===== src/rtl/eco32_bus_pkg.sv =====
// ----------------------------------------------------------------------------
// eco32_bus_pkg
// Shared definitions for the eco32 native bus to Wishbone bridge family:
//   - size encodings of the eco32 bus_size field
//   - bridge state enumeration
//   - big-endian lane helpers: byte-select generation, alignment check,
//     write-data replication and read-data lane replication
// No ports (package).
// ----------------------------------------------------------------------------
package eco32_bus_pkg;

    localparam logic [1:0] SZ_BYTE = 2'b00;
    localparam logic [1:0] SZ_HALF = 2'b01;
    localparam logic [1:0] SZ_WORD = 2'b10;
    localparam logic [1:0] SZ_BAD  = 2'b11;

    typedef enum logic [1:0] {
        ST_IDLE   = 2'b00,
        ST_ACCESS = 2'b01,
        ST_DONE   = 2'b10
    } state_e;

    // Big-endian byte selects: lane 0 (sel[3]) carries address offset 0.
    function automatic logic [3:0] lane_sel(input logic [1:0] size, input logic [1:0] addr_lo);
        logic [3:0] sel;
        case (size)
            SZ_BYTE: sel = 4'b1000 >> addr_lo;
            SZ_HALF: sel = addr_lo[1] ? 4'b0011 : 4'b1100;
            SZ_WORD: sel = 4'b1111;
            default: sel = 4'b0000;
        endcase
        return sel;
    endfunction

    // Illegal size or a halfword/word not on its natural boundary.
    function automatic logic misaligned(input logic [1:0] size, input logic [1:0] addr_lo);
        logic bad;
        case (size)
            SZ_BYTE: bad = 1'b0;
            SZ_HALF: bad = addr_lo[0];
            SZ_WORD: bad = (addr_lo != 2'b00);
            default: bad = 1'b1;
        endcase
        return bad;
    endfunction

    // Right-justified CPU data replicated onto every lane it could occupy.
    function automatic logic [31:0] wdata_rep(input logic [1:0] size, input logic [31:0] data);
        logic [31:0] rep;
        case (size)
            SZ_BYTE: rep = {4{data[7:0]}};
            SZ_HALF: rep = {2{data[15:0]}};
            default: rep = data;
        endcase
        return rep;
    endfunction

    // The active lane(s) of the slave word replicated across all 32 bits.
    function automatic logic [31:0] rdata_rep(input logic [3:0] sel, input logic [31:0] data);
        logic [31:0] rep;
        case (sel)
            4'b1000: rep = {4{data[31:24]}};
            4'b0100: rep = {4{data[23:16]}};
            4'b0010: rep = {4{data[15:8]}};
            4'b0001: rep = {4{data[7:0]}};
            4'b1100: rep = {2{data[31:16]}};
            4'b0011: rep = {2{data[15:0]}};
            default: rep = data;
        endcase
        return rep;
    endfunction

endpackage


===== src/rtl/eco32_wb_bridge_if.sv =====
// ----------------------------------------------------------------------------
// eco32_wb_bridge_if
// Wishbone B3 classic master bundle used by the eco32 bridge.
//   master modport : bridge side (drives adr/dat/sel/we/cyc/stb/cti/bte)
//   slave  modport : interconnect/slave side (drives dat_i/ack/err/rty)
// ----------------------------------------------------------------------------
interface eco32_wb_bridge_if;
    logic [31:0] wbm_adr_o;
    logic [31:0] wbm_dat_o;
    logic [3:0]  wbm_sel_o;
    logic        wbm_we_o;
    logic        wbm_cyc_o;
    logic        wbm_stb_o;
    logic [2:0]  wbm_cti_o;
    logic [1:0]  wbm_bte_o;
    logic [31:0] wbm_dat_i;
    logic        wbm_ack_i;
    logic        wbm_err_i;
    logic        wbm_rty_i;

    modport master (
        output wbm_adr_o, wbm_dat_o, wbm_sel_o, wbm_we_o, wbm_cyc_o,
               wbm_stb_o, wbm_cti_o, wbm_bte_o,
        input  wbm_dat_i, wbm_ack_i, wbm_err_i, wbm_rty_i
    );

    modport slave (
        input  wbm_adr_o, wbm_dat_o, wbm_sel_o, wbm_we_o, wbm_cyc_o,
               wbm_stb_o, wbm_cti_o, wbm_bte_o,
        output wbm_dat_i, wbm_ack_i, wbm_err_i, wbm_rty_i
    );
endinterface


===== src/rtl/eco32_lane_steer.sv =====
// ----------------------------------------------------------------------------
// eco32_lane_steer
// Combinational big-endian lane steering for eco32 bus bridges.
//   size_i, addr_lo_i : request size and address offset
//   wdata_i           : right-justified CPU write data
//   rd_sel_i          : byte selects of the registered access
//   rdata_i           : raw slave read word
//   sel_o             : byte selects for the request
//   wdata_o           : write data replicated across lanes
//   rdata_o           : selected read lane(s) replicated across the word
//   misaligned_o      : request is illegal or misaligned
// ----------------------------------------------------------------------------
module eco32_lane_steer
    import eco32_bus_pkg::*;
(
    input  logic [1:0]  size_i,
    input  logic [1:0]  addr_lo_i,
    input  logic [31:0] wdata_i,
    input  logic [3:0]  rd_sel_i,
    input  logic [31:0] rdata_i,
    output logic [3:0]  sel_o,
    output logic [31:0] wdata_o,
    output logic [31:0] rdata_o,
    output logic        misaligned_o
);

    assign sel_o        = lane_sel(size_i, addr_lo_i);
    assign wdata_o      = wdata_rep(size_i, wdata_i);
    assign rdata_o      = rdata_rep(rd_sel_i, rdata_i);
    assign misaligned_o = misaligned(size_i, addr_lo_i);

endmodule


===== src/rtl/eco32_wb_bridge.sv =====
// ----------------------------------------------------------------------------
// eco32_wb_bridge
// Registered bridge from the eco32 native bus to a Wishbone B3 classic master.
//   wb_clk_i, wb_rst_i : clock, synchronous active-high reset
//   bus_en/wr/size/addr/data_out : CPU request (held until bus_wt=0)
//   bus_data_in, bus_wt, bus_err : CPU response; bus_wt low one cycle per access
//   wbm                : Wishbone master bundle (eco32_wb_bridge_if.master)
// Parameters:
//   TIMEOUT_CYCLES : cycles with cyc high before abort (0 = never abort)
//   ERR_DATA       : read data returned on any failed access
// ----------------------------------------------------------------------------
module eco32_wb_bridge
    import eco32_bus_pkg::*;
#(
    parameter int unsigned TIMEOUT_CYCLES = 255,
    parameter logic [31:0] ERR_DATA       = 32'h0000_0000
) (
    input  logic        wb_clk_i,
    input  logic        wb_rst_i,
    input  logic        bus_en,
    input  logic        bus_wr,
    input  logic [1:0]  bus_size,
    input  logic [31:0] bus_addr,
    input  logic [31:0] bus_data_out,
    output logic [31:0] bus_data_in,
    output logic        bus_wt,
    output logic        bus_err,
    eco32_wb_bridge_if.master wbm
);

    // A zero-width counter is not legal, so the disabled case keeps one bit.
    localparam int CNT_W = (TIMEOUT_CYCLES > 0) ? $clog2(TIMEOUT_CYCLES + 1) : 1;
    localparam logic [CNT_W-1:0] CNT_LAST =
        CNT_W'((TIMEOUT_CYCLES > 0) ? (TIMEOUT_CYCLES - 32'd1) : 32'd0);
    localparam logic [CNT_W-1:0] CNT_ONE  = CNT_W'(32'd1);

    state_e            state_q, state_d;
    logic [31:0]       adr_q, adr_d;
    logic [31:0]       dat_q, dat_d;
    logic [3:0]        sel_q, sel_d;
    logic              we_q, we_d;
    logic              cyc_q, cyc_d;
    logic [CNT_W-1:0]  cnt_q, cnt_d;
    logic [31:0]       rdata_q, rdata_d;
    logic              wt_q, wt_d;
    logic              err_q, err_d;

    logic [3:0]        req_sel;
    logic [31:0]       req_wdata;
    logic [31:0]       rd_steer;
    logic              req_bad;
    logic              timeout_hit;
    logic              abort;

    eco32_lane_steer u_steer (
        .size_i       (bus_size),
        .addr_lo_i    (bus_addr[1:0]),
        .wdata_i      (bus_data_out),
        .rd_sel_i     (sel_q),
        .rdata_i      (wbm.wbm_dat_i),
        .sel_o        (req_sel),
        .wdata_o      (req_wdata),
        .rdata_o      (rd_steer),
        .misaligned_o (req_bad)
    );

    generate
        if (TIMEOUT_CYCLES > 0) begin : g_timeout
            assign timeout_hit = (cnt_q == CNT_LAST);
        end else begin : g_no_timeout
            assign timeout_hit = 1'b0;
        end
    endgenerate

    // Retry is not retried here; it terminates the access like err.
    assign abort = wbm.wbm_err_i | wbm.wbm_rty_i | timeout_hit;

    // Next-state and datapath: bus_wt/bus_err are precomputed so they leave flops.
    always_comb begin
        state_d = state_q;
        adr_d   = adr_q;
        dat_d   = dat_q;
        sel_d   = sel_q;
        we_d    = we_q;
        cyc_d   = cyc_q;
        cnt_d   = cnt_q;
        rdata_d = rdata_q;
        wt_d    = 1'b1;
        err_d   = 1'b0;
        case (state_q)
            ST_IDLE: begin
                if (bus_en) begin
                    if (req_bad) begin
                        rdata_d = ERR_DATA;
                        err_d   = 1'b1;
                        wt_d    = 1'b0;
                        state_d = ST_DONE;
                    end else begin
                        adr_d   = bus_addr;
                        we_d    = bus_wr;
                        sel_d   = req_sel;
                        dat_d   = req_wdata;
                        cyc_d   = 1'b1;
                        cnt_d   = '0;
                        state_d = ST_ACCESS;
                    end
                end else begin
                    state_d = ST_IDLE;
                end
            end
            ST_ACCESS: begin
                cnt_d = cnt_q + CNT_ONE;
                // ack wins over err/rty/timeout in the same cycle.
                if (wbm.wbm_ack_i) begin
                    cyc_d   = 1'b0;
                    wt_d    = 1'b0;
                    state_d = ST_DONE;
                    if (we_q) begin
                        rdata_d = rdata_q;
                    end else begin
                        rdata_d = rd_steer;
                    end
                end else if (abort) begin
                    cyc_d   = 1'b0;
                    rdata_d = ERR_DATA;
                    err_d   = 1'b1;
                    wt_d    = 1'b0;
                    state_d = ST_DONE;
                end else begin
                    state_d = ST_ACCESS;
                end
            end
            ST_DONE: begin
                // bus_en still high here belongs to the completed request.
                state_d = ST_IDLE;
            end
            default: begin
                cyc_d   = 1'b0;
                state_d = ST_IDLE;
            end
        endcase
    end

    // State and datapath registers with synchronous reset.
    always_ff @(posedge wb_clk_i) begin
        if (wb_rst_i) begin
            state_q <= ST_IDLE;
            adr_q   <= 32'h0000_0000;
            dat_q   <= 32'h0000_0000;
            sel_q   <= 4'b0000;
            we_q    <= 1'b0;
            cyc_q   <= 1'b0;
            cnt_q   <= '0;
            rdata_q <= 32'h0000_0000;
            wt_q    <= 1'b1;
            err_q   <= 1'b0;
        end else begin
            state_q <= state_d;
            adr_q   <= adr_d;
            dat_q   <= dat_d;
            sel_q   <= sel_d;
            we_q    <= we_d;
            cyc_q   <= cyc_d;
            cnt_q   <= cnt_d;
            rdata_q <= rdata_d;
            wt_q    <= wt_d;
            err_q   <= err_d;
        end
    end

    assign bus_data_in   = rdata_q;
    assign bus_wt        = wt_q;
    assign bus_err       = err_q;

    assign wbm.wbm_adr_o = adr_q;
    assign wbm.wbm_dat_o = dat_q;
    assign wbm.wbm_sel_o = sel_q;
    assign wbm.wbm_we_o  = we_q;
    assign wbm.wbm_cyc_o = cyc_q;
    assign wbm.wbm_stb_o = cyc_q;
    assign wbm.wbm_cti_o = 3'b000;
    assign wbm.wbm_bte_o = 2'b00;

endmodule


===== src/flat_wrapper.sv =====
// flat-port wrapper written by rule: the top's interface ports become plain ports
module eco32_wb_bridge_flat import eco32_bus_pkg::*;
#(
    parameter int unsigned TIMEOUT_CYCLES = 255,
    parameter logic [31:0] ERR_DATA       = 32'h0000_0000
)
  (wb_clk_i, wb_rst_i, bus_en, bus_wr, bus_size, bus_addr, bus_data_out, bus_data_in, bus_wt, bus_err, wbm_wbm_adr_o, wbm_wbm_dat_o, wbm_wbm_sel_o, wbm_wbm_we_o, wbm_wbm_cyc_o, wbm_wbm_stb_o, wbm_wbm_cti_o, wbm_wbm_bte_o, wbm_wbm_dat_i, wbm_wbm_ack_i, wbm_wbm_err_i, wbm_wbm_rty_i);
  eco32_wb_bridge_if wbm_i ();
  input  logic wb_clk_i;
  input  logic wb_rst_i;
  input  logic bus_en;
  input  logic bus_wr;
  input  logic [1:0] bus_size;
  input  logic [31:0] bus_addr;
  input  logic [31:0] bus_data_out;
  output logic [31:0] bus_data_in;
  output logic bus_wt;
  output logic bus_err;
  output wire logic [$bits(wbm_i.wbm_adr_o)-1:0] wbm_wbm_adr_o;
  output wire logic [$bits(wbm_i.wbm_dat_o)-1:0] wbm_wbm_dat_o;
  output wire logic [$bits(wbm_i.wbm_sel_o)-1:0] wbm_wbm_sel_o;
  output wire logic [$bits(wbm_i.wbm_we_o)-1:0] wbm_wbm_we_o;
  output wire logic [$bits(wbm_i.wbm_cyc_o)-1:0] wbm_wbm_cyc_o;
  output wire logic [$bits(wbm_i.wbm_stb_o)-1:0] wbm_wbm_stb_o;
  output wire logic [$bits(wbm_i.wbm_cti_o)-1:0] wbm_wbm_cti_o;
  output wire logic [$bits(wbm_i.wbm_bte_o)-1:0] wbm_wbm_bte_o;
  input wire logic [$bits(wbm_i.wbm_dat_i)-1:0] wbm_wbm_dat_i;
  input wire logic [$bits(wbm_i.wbm_ack_i)-1:0] wbm_wbm_ack_i;
  input wire logic [$bits(wbm_i.wbm_err_i)-1:0] wbm_wbm_err_i;
  input wire logic [$bits(wbm_i.wbm_rty_i)-1:0] wbm_wbm_rty_i;
  assign wbm_wbm_adr_o = wbm_i.wbm_adr_o;
  assign wbm_wbm_dat_o = wbm_i.wbm_dat_o;
  assign wbm_wbm_sel_o = wbm_i.wbm_sel_o;
  assign wbm_wbm_we_o = wbm_i.wbm_we_o;
  assign wbm_wbm_cyc_o = wbm_i.wbm_cyc_o;
  assign wbm_wbm_stb_o = wbm_i.wbm_stb_o;
  assign wbm_wbm_cti_o = wbm_i.wbm_cti_o;
  assign wbm_wbm_bte_o = wbm_i.wbm_bte_o;
  assign wbm_i.wbm_dat_i = wbm_wbm_dat_i;
  assign wbm_i.wbm_ack_i = wbm_wbm_ack_i;
  assign wbm_i.wbm_err_i = wbm_wbm_err_i;
  assign wbm_i.wbm_rty_i = wbm_wbm_rty_i;
  eco32_wb_bridge #(.TIMEOUT_CYCLES(TIMEOUT_CYCLES), .ERR_DATA(ERR_DATA)) u_core (.wb_clk_i(wb_clk_i), .wb_rst_i(wb_rst_i), .bus_en(bus_en), .bus_wr(bus_wr), .bus_size(bus_size), .bus_addr(bus_addr), .bus_data_out(bus_data_out), .bus_data_in(bus_data_in), .bus_wt(bus_wt), .bus_err(bus_err), .wbm(wbm_i));
endmodule

===== config.mk =====
export PLATFORM = sky130hd
export DESIGN_NAME = eco32_wb_bridge_flat
export DESIGN_NICKNAME = d
export VERILOG_FILES = /design/src/rtl/eco32_bus_pkg.sv /design/src/rtl/eco32_wb_bridge_if.sv /design/src/rtl/eco32_lane_steer.sv /design/src/rtl/eco32_wb_bridge.sv /design/src/flat_wrapper.sv
export SDC_FILE = /design/constraint.sdc
export NUM_CORES = 1
export LEC_CHECK = 0
export BUFFER_PORTS_ARGS = -buffer_cell sky130_fd_sc_hd__buf_4
export CORE_MARGIN = 5
export CORE_UTILIZATION = 35
export CTS_CLUSTER_SIZE = 20
export DETAILED_ROUTE_END_ITERATION = 12
export GPL_TIMING_DRIVEN = 0
export HOLD_SLACK_MARGIN = 0.05
export PLACE_DENSITY = 0.65
export REMOVE_ABC_BUFFERS = 1
export SYNTH_ARGS = -nofsm -noshare
export SYNTH_HDL_FRONTEND = slang
export SYNTH_SLANG_ARGS = --single-unit

===== constraint.sdc =====
create_clock -name wb_clk_i -period 4.3 [get_ports wb_clk_i]
set_input_delay 0.86 -clock wb_clk_i [delete_from_list [all_inputs] [get_ports wb_clk_i]]
set_output_delay 0.86 -clock wb_clk_i [all_outputs]
set_load 0.005 [all_outputs]

# Word-level counts from Yosys, hierarchy flattened
# Cells that the tools add are included.
# totals
latch_bits	0
in_bits	105
romBits	0
ramBits	0
ff_bits	114
n_memories	0
output_inout_bits	110
wordCells	74
# classes
shift	1
n_div	0
mul	0
bitwise	4
order_cmp	0
muxes	34
reduce_logical	8
eq_ne	16
add_sub_neg	1
# op_table
op	count
one-hot mux 32 bit (6 select lines)	1
2-to-1 mux 32 bit	5
one-hot mux 32 bit (2 select lines)	2
2-to-1 mux 8 bit	2
one-hot mux 8 bit (2 select lines)	1
2-to-1 mux 1 bit	12
one-hot mux 4 bit (3 select lines)	1
adder 8 x 1 -> 8 bit (second input constant)	1
== test 4 x 2 -> 1 bit (second input constant)	2
== test 4 bit (second input constant)	2
== test 8 bit (second input constant)	1
2-to-1 mux 2 bit	4
one-hot mux 1 bit (3 select lines)	2
AND reduction 3 bit	2
AND reduction 5 bit	1
== test 2 x 1 -> 1 bit (second input constant)	2
== test 2 bit (second input constant)	2
== test 4 x 1 -> 1 bit (second input constant)	1
== test 4 x 3 -> 1 bit (second input constant)	1
zero test 2 bit	2
2-to-1 mux 4 bit	1
!= test 2 bit (second input constant)	2
one-hot mux 1 bit (2 select lines)	2
one-hot mux 2 bit (2 select lines)	1
other kinds (8)	11

# Longest topological paths before layout
# Gate-level depths: netlist (run 1).
# logic_depth
depth_word	5
mapped_depth	8
mapped_depth_nobuf	7

# By module
# Synthesis (run 1) repeated with hierarchy kept, for this count alone.
# unflattened
cells_unflattened	713
area_unflattened_um2	5810.6
# by_module_without_submodules
mod	seq_area_each_um2	instances	cells_per_inst	area_per_inst_um2
eco32_wb_bridge	2282.2	1	520	4436.8
eco32_lane_steer	0.0	1	193	1373.8

# Worst setup path after synthesis (run 1)
# OpenSTA, ideal clock, no wires.
# synth_path
kind	input -> register
startpoint	input bus_size[0]
endpoint	register u_core.dat_q[24] (netlist: u_core.wbm.wbm_dat_o[24])
cell_stages	7
slack_ns	2.218
path_buffers	3
t_arrival_ns	1.949
t_required_ns	4.168
setup_ns	0.132
cell_sequence	buf_2 -> or3_4 -> a21o_1 -> buf_2 -> buf_2 -> nand2_1 -> a21oi_1
# synth_between
elab_chain_len	4
word_cells_on_any_way	7
cone_classes	eq/ne: 2; mux: 2; bitwise: 1; reduce/logical: 2
# synth_lines
element	line	rtl
from (decl)	flat_wrapper.sv:13	input logic [1:0] bus_size;
== test 2 bit, or another cell as far along	eco32_bus_pkg.sv:38	case (size)
one-hot mux 1 bit (3 select lines)	eco32_bus_pkg.sv:38	
NOT 1 bit (no source line)	n/a	
AND reduction 3 bit (no source line)	n/a	
to (signal assigned)	eco32_wb_bridge.sv:160	dat_q <= dat_d;
to (decl)	eco32_wb_bridge.sv:39	logic [31:0] dat_q, dat_d;
# Several ways; a longest one is shown, not always the timed one.
# A chain may end at the register's enable or synchronous reset.

# Worst setup path in the final report (run 1)
# layout_path
startpoint	input bus_size[0]
endpoint	register u_core.dat_q[11] (netlist: u_core.wbm.wbm_dat_o[11])
# Same word-level chain as after synthesis.

==> run summary, run 1 <==
Averaged over all synthesized cells, the footprint is 8.25 µm². The logs give 35.4% for the starting utilization of the core area and 0 for the number of design rule violations left after detail routing. Worst min-delay path category: reg -> reg.

The tools report the area of all placed cells without fillers as 0.00744 mm². Initial antenna violation count: 0. For the area of the die, the log shows 0.0178 mm². The number of vias per cell after detailed routing was 5.04; the sequential area share after synthesis was 42.7%.

Buffers added to address setup during post-CTS repair amount to 0. The combinational fraction of design power is 15.1%. The worst path uses 61.8% of the clock period. The number of sinks driven by the clock tree was 114; the width of the die was 134 µm. The area share of the largest cell type after synthesis is 42.7%, and the fraction of layout cells with a size suffix above 1 is 30.6%. Layout overhead on the synthesized area: 39.2%. Excluding fillers, the count of instances in the completed layout stands at 1029.

Static timing analysis puts the maximum clock frequency at 376 MHz. CTS built an H-tree with a depth of 4. In this run the remaining antenna-violating nets after routing total 0. Sorting the synthesized cells by area gives the leading types as sky130_fd_sc_hd__dfxtp_1 43%, sky130_fd_sc_hd__nand2_1 8.9%, sky130_fd_sc_hd__a21oi_1 7.5%. The share of cell area taken by muxes after synthesis was 3.00%. TritonCTS built the clock tree.

The tools report the element type at the critical path end as a flip-flop. The switching share of power works out to 26.3%. After Yosys synthesis, XOR and XNOR cells account for 1.12% of the synthesized area.

The run gives 998 as the count of placed standard cells including taps. For the number of max-cap violations, the log shows 0. Quantity of hold-fixing buffers added after cts: 0. In this run the tool buffered the top-level ports with 209 buffer cells. Headroom to the max-slew limit came out at 36.8%. The number of max-slew violations in the final report was 0.

Yosys mapped the design onto 46 distinct sky130hd cell types. The post-cts repair resize count is 0. Summing the areas of all and, or, nand and nor instances in the mapped netlist gives 20.5% of the synthesized area. The power density over cell area is 380 mW/mm², and the sum of overflow across all layers after global routing is 0.

For the worst setup path, the data arrival time is 2.97 ns. The logs give 2 for the maximum count of clock buffers along a single path and 5 for the first-pass iteration count of the detailed router. The largest family of logic cells by synthesized area was compound AO/OA/AOI/OAI gates. The post-synthesis share of cell area spent on full adders, half adders and majority gates was 0.468%; the internal power of the cells was 2.09 mW.

For this design the total switching power over the nets is 742 µW. The via count of the first global-routing pass came out at 5054. By startpoint and endpoint, the worst setup path is classified as in -> reg. Global routing used 17.8% of the available tracks.

The run gives 326 as the starting DRC count in detailed routing. The sum of routed wire length over all layers was 16200 µm. Leading register cell type out of synthesis: sky130_fd_sc_hd__dfxtp_1. In the layout the commonest cells are 209 x sky130_fd_sc_hd__buf_4, 127 x sky130_fd_sc_hd__nand2_1, 114 x sky130_fd_sc_hd__dfxtp_1.

The clock root buffer master is sky130_fd_sc_hd__clkbuf_16. The floorplan step set the die height to 134 µm. The total of endpoints with negative setup slack in the final report came out at 0. The number of standard cells after synthesis came out at 648. Setup repair after global routing left no endpoint under its margin.

The run finished with clean final reports. The total of flip-flops plus latches after synthesis came out at 114. The first global-routing pass estimated 25900 µm of wire. Sequential power share: 40.4%.

The tools report the HPWL after detailed placement as 11400 µm. The worst-case vdd ir drop was 0.244 mV; the top-level I/O count was 215. The congestion estimate from routability-driven global placement came to 0.786. The mapped netlist covers 0.00535 mm². Of the total power, the clock network draws 44.4%. sky130_fd_sc_hd__dfxtp_1 takes more of the synthesized area than any other cell. At the end of the flow the core is filled with cells to 49.3%.

Leaving out fill and tap cells, the most frequent cell in the layout is sky130_fd_sc_hd__buf_4. Clock latency of the later-clocked register in the worst-skew pair: 0.40 ns. The final-report hold violation count was 0. For this run, the number of Yosys warnings is 0.

The share of synthesized registers carrying an async set or reset works out to 0%. The required time at the endpoint of the critical path is 4.61 ns, and the leakage power total is 3.05 nW. Along the worst path, the maximum fanout reaches 33.

Dividing the detail-routed wire length by the instance count gives 15.7 µm. The region available for standard cell placement spans 0.0151 mm². At the pin with the least slew margin, the transition time is 0.945 ns. Buffers inserted during clock tree synthesis total 17. Across the routed clock network, the largest skew measured is 0.00672 ns.

Entering global routing, the biggest net connects 78 pins. After floorplanning, the core was divided into 45 placement rows. The standard cell area after detailed placement came out at 0.00690 mm². The number of nets in the finished design is 936, and the number of antenna diodes is 0. The synthesized netlist devotes 25.2% of its cell area to compound gates. The routed design could run at a clock period as short as 2.66 ns. The count of flip-flops with a built-in enable after synthesis came out at 0. After clock tree synthesis, the clock-pin slew on the worst setup and hold paths is 0.05 ns.

The tools report the smallest hold slack as 0.453 ns. The category of the worst setup path launch point was an input port. Via count: 5184.
[synth_stat cells (2+ instances only)]
library cell and count:
sky130_fd_sc_hd__nand2_1 127, sky130_fd_sc_hd__a21o_1 2, sky130_fd_sc_hd__nand3b_1 9, sky130_fd_sc_hd__o21ai_1 12, sky130_fd_sc_hd__nand3_1 3, sky130_fd_sc_hd__or3_1 2
sky130_fd_sc_hd__buf_2 15, sky130_fd_sc_hd__inv_1 4, sky130_fd_sc_hd__or2_2 2, sky130_fd_sc_hd__o211ai_1 2, sky130_fd_sc_hd__o2bb2ai_1 40, sky130_fd_sc_hd__xnor2_1 5
sky130_fd_sc_hd__a22o_1 16, sky130_fd_sc_hd__a311oi_1 8, sky130_fd_sc_hd__o21ai_0 31, sky130_fd_sc_hd__a21oi_1 80, sky130_fd_sc_hd__nor2_1 65, sky130_fd_sc_hd__nor4b_4 3
sky130_fd_sc_hd__a211oi_1 10, sky130_fd_sc_hd__nand2b_1 16, sky130_fd_sc_hd__ha_1 2, sky130_fd_sc_hd__dfxtp_1 114, sky130_fd_sc_hd__mux2i_1 16, sky130_fd_sc_hd__inv_2 3
sky130_fd_sc_hd__nor3_1 3, sky130_fd_sc_hd__nand4_1 3, sky130_fd_sc_hd__buf_4 10, sky130_fd_sc_hd__clkbuf_1 16, sky130_fd_sc_hd__buf_6 12
[cells by family (layout without fill, tap and decap cells)]
| group | Yosys count | in the layout |
|---|---|---|
| simple gates | 240 | 240 |
| other cells | 1 | 5 |
| flops | 114 | 114 |
| buf+inv | 61 | 250 |
| xor+xnor | 6 | 6 |
| compound gates | 208 | 208 |
| mux | 16 | 16 |
| fa+ha+maj | 2 | 2 |
[worst max-delay path: stages]
cell                       delay [ns]
sky130_fd_sc_hd__buf_4           0.21
sky130_fd_sc_hd__or3_4           0.39
sky130_fd_sc_hd__a21oi_4         0.76
sky130_fd_sc_hd__buf_16          0.24
sky130_fd_sc_hd__buf_16          0.18
sky130_fd_sc_hd__nor2_1          0.05
sky130_fd_sc_hd__a311oi_1        0.23
[through the flow]
stage,power [mW],worst slack (ns),setup TNS (ns)
global placement,1.58,-0.394,-15.99
finish,2.83,1.64,0
global route,2.97,1.48,0
floorplan,1.34,0.895,0
CTS,2.87,1.60,0
detailed placement,1.60,1.20,0
[routing by layer]
metal	up-vias	GRT usage, %	wire, µm	part of all wire, %
li1	2609	-	-	-
met1	2352	21.9	7060	44
met2	216	26.9	6960	43
met3	7	10.3	2060	13
met4	0	4.34	104	0.64
met5	-	0	0	0
[state kept, by name, indices dropped and copies added (netlist names)]
register,flops
u_core.cnt_q,8
u_core.wbm.wbm_cyc_o,1
u_core.wbm.wbm_sel_o,4
u_core.wbm.wbm_dat_o,32
u_core.wbm.wbm_we_o,1
u_core.wbm.wbm_adr_o,32
u_core.bus_err,1
u_core.bus_wt,1
u_core.state_q,2
u_core.bus_data_in,32
[power by group through the flow]
stage | Clock, mW | Combinational (mW) | Sequential (mW)
2_1_floorplan | 0 | 0.180 | 1.16
3_3_place_gp | 0 | 0.420 | 1.16
3_5_place_dp | 0 | 0.432 | 1.17
4_1_cts | 1.29 | 0.433 | 1.14
5_1_grt | 1.34 | 0.475 | 1.15
6_report | 1.26 | 0.427 | 1.14
[area by class of cell]
type	instances	area, µm²
clock buffer	22	474
clock inverter	9	58.8
fill	1523	7640
inverter	7	26.3
multi-input combinational	477	2720
sequential	114	2280
tap	188	235
timing repair buffer	212	1640
[worst paths after layout]
kind | start | end | slack, ns | depth (start not counted)
hold / removal | u_core.wbm.wbm_adr_o[26] | u_core.wbm.wbm_adr_o[26] | 0.45 | 2
setup / recovery | bus_size[0] | u_core.wbm.wbm_dat_o[11] | 1.64 | 7
setup reg to reg | u_core.wbm.wbm_sel_o[3] | u_core.bus_data_in[14] | 1.67 | 5
hold reg to reg | u_core.wbm.wbm_adr_o[26] | u_core.wbm.wbm_adr_o[26] | 0.45 | 2
No activity file was read; power rests on OpenSTA's default activity.
==> run 2, diff against run 1 <==
--- a/config.mk
+++ b/config.mk
@@ -5,6 +5,7 @@
 export SDC_FILE = /design/constraint.sdc
 export NUM_CORES = 1
 export LEC_CHECK = 0
+export ABC_AREA = 1
 export BUFFER_PORTS_ARGS = -buffer_cell sky130_fd_sc_hd__buf_4
 export CORE_MARGIN = 5
 export CORE_UTILIZATION = 35
@@ -12,7 +13,7 @@
 export DETAILED_ROUTE_END_ITERATION = 12
 export GPL_TIMING_DRIVEN = 0
 export HOLD_SLACK_MARGIN = 0.05
-export PLACE_DENSITY = 0.65
+export PLACE_DENSITY = 0.67
 export REMOVE_ABC_BUFFERS = 1
 export SYNTH_ARGS = -nofsm -noshare
 export SYNTH_HDL_FRONTEND = slang
==> constraint.sdc (replaced) <==
create_clock -name wb_clk_i -period 2.2 [get_ports wb_clk_i]
set_input_delay 0.44 -clock wb_clk_i [delete_from_list [all_inputs] [get_ports wb_clk_i]]
set_output_delay 0.44 -clock wb_clk_i [all_outputs]
set_load 0.005 [all_outputs]
==> run summary, run 2 <==
The remaining max-slew budget at the tightest pin came out at 37.6% (+0.79 points). Combined global-route utilization of all metal layers: 20.1% (+2.2 points). The tools report the worst-case vdd ir drop as 0.511 mV (+110%). Type of the worst setup path: reg -> reg. The tools report the starting DRC count in detailed routing as 373 (+14%). For this run, the leading register cell type out of synthesis is sky130_fd_sc_hd__dfxtp_1. The library cell used most frequently in the layout, excluding fill and tap cells, is sky130_fd_sc_hd__buf_4.

The final-layout setup total negative slack is 0 ns (unchanged). The total of flip-flops plus latches after synthesis works out to 114 (unchanged). The fraction of layout cells with a size suffix above 1 came out at 26.0% (-4.6 points).

The pin count of the biggest net entering global routing was 62 (-21%); the post-route worst setup slack was 0.203 ns (-1.44 ns). The area share of the largest cell type after synthesis was 40.8% (-1.9 points). The tools report the number of nets in the finished design as 1137 (+21%).

Leakage power total: 3.77 nW (+24%). The smallest hold slack is 0.243 ns (-0.210 ns), and the total of endpoints with negative setup slack in the final report is 0 (unchanged). The global-route wire length before repair is 29400 µm (+13%). The length in cells of the worst reg-to-reg path was 6 (+1). Leaving out fill and tap cells, the most frequent cells in the layout are 212 x sky130_fd_sc_hd__buf_4, 150 x sky130_fd_sc_hd__nand2_1, 130 x sky130_fd_sc_hd__nor2_1. The clock latency of the later-clocked register in the worst-skew pair came out at 0.42 ns (+0.02 ns).

The count of flip-flops with a built-in enable after synthesis is 0 (unchanged). The highest fanout seen on the critical path came out at 51 (+55%). The signal on the critical path passes through nor2_1 > nand3_2 > nor2_4 > inv_4 > o21ai_1 > a21oi_1. By instance count, the leading cell after synthesis is sky130_fd_sc_hd__nand2_1. The tools report the H-tree depth as 4 (unchanged).

Post-placement setup slack: -0.942 ns (-2.14 ns). The worst min-delay path category was in -> reg. The run gives 0.00878 ns (+0.00206 ns) as the worst setup skew after layout. Ranked by total cell area, the synthesized netlist is headed by sky130_fd_sc_hd__dfxtp_1 41%, sky130_fd_sc_hd__nand2_1 10%, sky130_fd_sc_hd__nor2_1 8.8%.

The instance count on the critical path was 6 (-1). For the data arrival time of the critical path, the log shows 2.28 ns (-0.69 ns). The category of the worst setup path launch point is a flip-flop. The critical path's top delay family is simple AND/OR/NAND/NOR gates. The logs give 18900 µm (+17%) for the sum of routed wire length over all layers and 0.0158 mm² (+4.5%) for the core area.

The netlist area before placement is 0.00559 mm² (+4.6%), and the width of the die is 136 µm (+2.1%). The delay of the slowest cell on the worst path is 0.42 ns (-0.34 ns), and the area of all placed cells without fillers is 0.00785 mm² (+5.5%). The run gives 28 (-39%) as the number of library cell types mapped by synthesis. The internal power of the cells was 4.18 mW (+100%); the weighted congestion at the end of routability-driven global placement was 0.850 (+8.1%).

The final critical delay including setup and external delays was 2.00 ns; the number of buffers created by CTS was 17 (unchanged). The placement row count is 46 (+2.2%), and the HPWL after detailed placement is 12500 µm (+9.3%). For the via count, the log shows 6076 (+17%). The number of max-cap violations was 0 (unchanged). Multi-input gate area in the final layout: 0.00281 mm² (+3.2%). The final cell count without fillers was 1259 (+22%); the number of max-slew violations in the final report was 0 (unchanged). The logs give 40.8% (-1.9 points) for the sequential area share after synthesis and 0 (unchanged) for the synthesis warning total.

The run gives 1628 (+6.9%) as the count of fill cells added during filler insertion. The tools report the sequential standard cell area as 0.00228 mm² (about the same). The share of synthesized registers carrying an async set or reset was 0% (unchanged). The tools report the number of standard cells after synthesis as 845 (+30%). The run gives 5 (unchanged) as the first-pass iteration count of the detailed router. The largest area contributor in the synthesized netlist was sky130_fd_sc_hd__dfxtp_1. The tools report the part of the total power dissipated in the clock network as 45.0% (+0.6 points). The slew at the pin closest to its max-slew limit came out at 0.935 ns (-0.0107 ns). The logs give 0 (unchanged) for the initial antenna violation count and 501 MHz for the highest clock rate.

The number of vias per cell after detailed routing was 4.83 (-4.2%); the combinational fraction of design power was 17.3% (+2.2 points). The count of nets left with antenna violations after detail routing is 0 (unchanged). Relative to the synthesized area, the layout overhead comes to 40.4%. The via count of the first global-routing pass was 5735 (+13%). Dividing the final minimum period by the clock period gives 90.8%. The worst hold path stage count came out at 3 (+1). Sorting the synthesized cells by how often they occur yields 151 x sky130_fd_sc_hd__nand2_1, 131 x sky130_fd_sc_hd__nor2_1, 114 x sky130_fd_sc_hd__dfxtp_1, 93 x sky130_fd_sc_hd__o21ai_0, 86 x sky130_fd_sc_hd__nand3_1. The logs give 0.00719 mm² (+4.2%) for the standard cell area after detailed placement and 114 (unchanged) for the number of sinks driven by the clock tree. The maximum count of clock buffers along a single path is 2 (unchanged), and the sequential power share is 37.7% (-2.7 points).

The starting utilization of the core area was 35.5% (about the same). TritonCTS built the clock tree. The CTS clock-pin slew for the worst setup and hold paths was 0.06 ns (about the same); the post-layout utilization of the core was 49.8% (+0.45 points).

The worst setup path is captured at a flip-flop. The count of buffers from port buffering works out to 209 (unchanged). Setup repair after global routing left no endpoint under its margin. The run gives 215 (unchanged) as the top-level I/O count. The flow ran to the end, and the final reports show no timing, DRC or antenna violations.

The power density over cell area is 759 mW/mm² (+100%), and the height of the die is 136 µm (+2.1%). Routed length per placed instance: 15.0 µm (-4.5%). The root buffer cell chosen for the clock tree is sky130_fd_sc_hd__clkbuf_16. The run gives 0 (unchanged) as the sum of overflow across all layers after global routing. Critical path's slowest cell: sky130_fd_sc_hd__nor2_4.

The number of antenna diodes was 0 (unchanged). Required time at the endpoint of the critical path: 2.48 ns (-2.13 ns). The switching share of power is 29.9% (+3.7 points). The net switching power figure is 1.78 mW (+140%), and the quantity of hold-fixing buffers added after cts is 0 (unchanged). The number of buffers and inverters on the critical path was 1 (-2); the number of design rule violations left after detail routing was 0 (unchanged). The total power was 5.96 mW (+110%).

The area of the die was 0.0186 mm² (+4.3%). Average instance area after synthesis: 6.62 µm² (-20%). The logs give 1219 (+22%) for the count of placed standard cells including taps and 0 (unchanged) for the final-report hold violation count.
[run 2: changes by cell type in the layout (fill, tap and decap cells not counted), moves of 16 or more]
cell / delta
sky130_fd_sc_hd__inv_1: +53
sky130_fd_sc_hd__nor2_1: +65
sky130_fd_sc_hd__nand2_1: +23
sky130_fd_sc_hd__nand2b_1: -16
sky130_fd_sc_hd__nand3_1: +83
sky130_fd_sc_hd__o21ai_0: +62
sky130_fd_sc_hd__o2bb2ai_1: -40
sky130_fd_sc_hd__a22o_1: -16
sky130_fd_sc_hd__mux2i_1: -16
[run 2: path summary, 6_finish.rpt]
path | slack, ns | startpoint | to
worst max-delay path | 0.20 | u_core.state_q[1] | u_core.wbm.wbm_sel_o[0]
worst min-delay path | 0.24 | bus_addr[25] | u_core.wbm.wbm_adr_o[25]
worst max register to register | 0.20 | u_core.state_q[1] | u_core.wbm.wbm_sel_o[0]
worst min register to register | 0.46 | u_core.bus_data_in[4] | u_core.bus_data_in[4]
[run 2: kinds of logic (layout without fill, tap and decap cells)]
logic type                 count (synthesis)  in the layout  synth area share [%]
DFF                                      114            114                  40.8
adders and majority gates                  2              2                 0.447
AOI/OAI and AO/OA                        198            198                  17.9
buffers and inverters                    131            320                  10.3
and+or+nand+nor                          397            402                  30.2
other                                      1              5                0.0670
xor gates and xnor gates                   2              2                 0.313
[run 2: layout make-up]
cell class / instances / area share [%]
clock inverters: 15 / 1.88
flip-flops and latches: 114 / 29.1
well taps: 216 / 3.44
repair buffers: 214 / 20.8
multi-input cells: 609 / 35.8
inverters: 74 / 3.60
clock buffers: 17 / 5.42
[run 2: what timing repair did]
| item | 4_1_cts | 5_1_grt |
|---|---|---|
| setup buffers | 0 | 3 |
| endpoints found under the setup margin | 81 | 32 |
| cloned | 4 | 1 |
| gates resized for setup | 7 | 3 |
| pin swaps | 3 | 2 |
[run 2: worst reg2reg max path, stage by stage, from the launching register on]
cell and delay, ns:
sky130_fd_sc_hd__dfxtp_1 0.36, sky130_fd_sc_hd__nor2_1 0.23, sky130_fd_sc_hd__nand3_2 0.24, sky130_fd_sc_hd__nor2_4 0.42
sky130_fd_sc_hd__inv_4 0.32, sky130_fd_sc_hd__o21ai_1 0.25, sky130_fd_sc_hd__a21oi_1 0.06
[run 2: layer usage]
metal  global-route usage [%]  wire, µm
met5                        0         0
met4                     6.55       221
met3                     9.25      2120
met2                     31.4      8480
met1                     24.5      8100
[run 2: power groups by stage]
stage | Clock [mW] | Combinational [mW] | Sequential, mW
after floorplan | 0 | 0.463 | 2.28
after global placement | 0 | 0.985 | 2.28
after detailed placement | 0 | 0.998 | 2.28
after CTS | 2.75 | 1.02 | 2.24
after global routing | 2.86 | 1.15 | 2.26
final | 2.68 | 1.03 | 2.25
==> run 3, diff against run 2 <==
--- a/config.mk
+++ b/config.mk
@@ -5,7 +5,6 @@
 export SDC_FILE = /design/constraint.sdc
 export NUM_CORES = 1
 export LEC_CHECK = 0
-export ABC_AREA = 1
 export BUFFER_PORTS_ARGS = -buffer_cell sky130_fd_sc_hd__buf_4
 export CORE_MARGIN = 5
 export CORE_UTILIZATION = 35
==> run summary, run 3 (synthesized netlist as in run 1, its figures left out) <==
The highest fanout seen on the critical path works out to 28 (-45%). The worst min-delay path category is in -> reg. The tools report the area of the die as 0.0178 mm² (-4.1%).

Setup repair after global routing left no endpoint under its margin. Final-report hold violation count: 0 (unchanged). The starting DRC count in detailed routing was 238 (-36%). Category of the worst setup path launch point: a flip-flop.

Clock latency of the later-clocked register in the worst-skew pair: 0.41 ns (about the same). The leading cell type in the layout, fill and taps excluded was sky130_fd_sc_hd__buf_4. The width of the die is 134 µm (-2.1%). The run gives 2.35 ns (+0.07 ns) as the data arrival time of the critical path.

The post-route fraction of the period consumed by the critical path was 92.5% (+1.7 points); the fraction of layout cells with a size suffix above 1 was 31.8% (+5.9 points). The sum of overflow across all layers after global routing was 0 (unchanged); the combined global-route utilization of all metal layers was 18.8% (-1.3 points). The post-route worst setup slack is 0.164 ns (-0.0385 ns). For the pin count of the biggest net entering global routing, the log shows 78 (+26%).

The worst-case vdd ir drop came out at 0.673 mV (+32%). The logs give 215 (unchanged) for the top-level I/O count and 5327 (-12%) for the via count. The run gives 0.0107 ns (+0.00192 ns) as the worst setup skew after layout. The length of routed wiring on met1 was 7100 µm (-12%). The run gives 5133 (-10%) as the via count of the first global-routing pass. The power density over cell area came out at 780 mW/mm² (+2.8%). The height of the die is 134 µm (-2.1%), and the highest clock rate is 491 MHz (-1.9%). The tools report the post-placement setup slack as -0.479 ns (+0.463 ns). The logs give 0.268 ns (+0.0250 ns) for the smallest hold slack and 0 (unchanged) for the number of max-slew violations in the final report.

For the maximum count of clock buffers along a single path, the log shows 2 (unchanged). The uppermost layer routed was met4. The first-pass iteration count of the detailed router came out at 4 (-1). The library cells used most frequently in the layout, excluding fill and tap cells, are 213 x sky130_fd_sc_hd__buf_4, 127 x sky130_fd_sc_hd__nand2_1, 112 x sky130_fd_sc_hd__dfxtp_1.

The number of buffers created by CTS was 17 (unchanged); the count of buffers from port buffering was 209 (unchanged). Number of antenna diodes: 0 (unchanged). The number of nets in the finished design is 945 (-17%). The critical path is of the reg -> reg type. The element type at the critical path end was a flip-flop.

For the count of nets left with antenna violations after detail routing, the log shows 0 (unchanged). The worst hold path stage count was 3 (unchanged). Number of max-cap violations: 0 (unchanged). The leakage power total was 3.16 nW (-16%). The total met2 wirelength after detailed routing came out at 7480 µm (-12%). The run gives 999 (-18%) as the count of placed standard cells including taps. The H-tree depth is 4 (unchanged), and the final critical delay including setup and external delays is 2.04 ns (+0.0385 ns). The tree is rooted in a sky130_fd_sc_hd__clkbuf_16. The run gives 27100 µm (-7.9%) as the global-route wire length before repair.

Starting utilization of the core area: 35.4% (about the same). Compared with the post-synthesis result, the final layout area differs by 43.5%. The HPWL after detailed placement was 11600 µm (-7.3%); the remaining max-slew budget at the tightest pin was 44.1% (+6.4 points). The quantity of hold-fixing buffers added after cts was 0 (unchanged); the total of endpoints with negative setup slack in the final report was 0 (unchanged). The routed length on met3 was 2200 µm (+3.8%); the CTS clock-pin slew for the worst setup and hold paths was 0.06 ns (about the same). The final-layout setup total negative slack is 0 ns (unchanged).

The total power was 5.99 mW (+0.44%); the slew at the pin closest to its max-slew limit was 0.839 ns (-0.0954 ns). The tools report the placement row count as 45 (-2.2%). The initial antenna violation count is 0 (unchanged), and the final cell count without fillers is 1039 (-17%). The number of sinks driven by the clock tree came out at 114 (unchanged). The length in cells of the worst reg-to-reg path was 7 (+1); the number of design rule violations left after detail routing was 0 (unchanged). The run gives 2.52 ns (+0.04 ns) as the required time at the endpoint of the critical path. The core area was 0.0151 mm² (-4.3%); the sum of routed wire length over all layers was 16900 µm (-11%).

The routed length per placed instance works out to 16.3 µm (+8.3%). The run finished with clean final reports. TritonCTS built the clock tree.

The weighted congestion at the end of routability-driven global placement came out at 0.791 (-6.9%). For the count of fill cells added during filler insertion, the log shows 1462 (-10%). The number of vias per cell after detailed routing is 5.13 (+6.2%).
run 3: changes by cell type in the layout (fill, tap and decap cells not counted), moves of 23 or more:
cell,previous run,this run
sky130_fd_sc_hd__o21ai_0,93,31
sky130_fd_sc_hd__nand2_1,150,127
sky130_fd_sc_hd__inv_1,57,4
sky130_fd_sc_hd__nor2_1,130,65
sky130_fd_sc_hd__o2bb2ai_1,0,40
sky130_fd_sc_hd__nand3_1,86,3
run 3: final timing paths:
kind	start	end	slack (ns)
worst max-delay path	u_core.state_q[1]	u_core.wbm.wbm_dat_o[8]	0.16
worst min-delay path	bus_addr[3]	u_core.wbm.wbm_adr_o[3]	0.27
worst max register to register	u_core.state_q[1]	u_core.wbm.wbm_dat_o[8]	0.16
worst min register to register	u_core.wbm.wbm_dat_o[31]	u_core.wbm.wbm_dat_o[31]	0.45
run 3: worst max-delay path, stage by stage, from the launching register on:
cell and delay (ns):
sky130_fd_sc_hd__dfxtp_1 0.37, sky130_fd_sc_hd__or3b_1 0.53, sky130_fd_sc_hd__a21oi_4 0.22, sky130_fd_sc_hd__buf_16 0.18
sky130_fd_sc_hd__buf_16 0.16, sky130_fd_sc_hd__buf_16 0.17, sky130_fd_sc_hd__nor2_1 0.05, sky130_fd_sc_hd__a311oi_1 0.23
run 3: cell type report:
class | instances | area [µm²] | area share, %
clock buffers | 18 | 439 | 5.72
clock inverters | 14 | 178 | 2.32
well taps | 188 | 235 | 3.07
repair buffers | 219 | 1740 | 22.7
multi-input cells | 479 | 2770 | 36.1
inverters | 7 | 26.3 | 0.342
flip-flops and latches | 114 | 2280 | 29.8
run 3: per-layer routing:
metal / GRT usage (%) / vias to the layer above
met5: 0 / -
met4: 4.86 / 0
met3: 10.6 / 15
met2: 29.4 / 229
met1: 22.3 / 2443
li1: - / 2640
run 3: stage by stage:
| step | util, % | area (µm²) |
|---|---|---|
| CTS | 50.6 | 7640 |
| detailed placement | 45.9 | 6930 |
| finish | 50.8 | 7670 |
| global route | 50.8 | 7670 |
| floorplan | - | 5010 |
| global placement | 45.2 | 6820 |
run 3: repair_timing:
item / 4_1_cts / 5_1_grt
buffers inserted: 5 / 1
resized for setup: 2 / 3
gates cloned: 2 / 0
setup endpoints to repair: 52 / 32
pin swaps: 3 / 1
endpoints found under the hold margin: 0 / 0
run 3: where the power goes:
part / switching (mW) / internal, mW
sequential: 0.0735 / 2.16
combinational: 0.456 / 0.417
clock: 1.05 / 1.83
total: 1.58 / 4.41
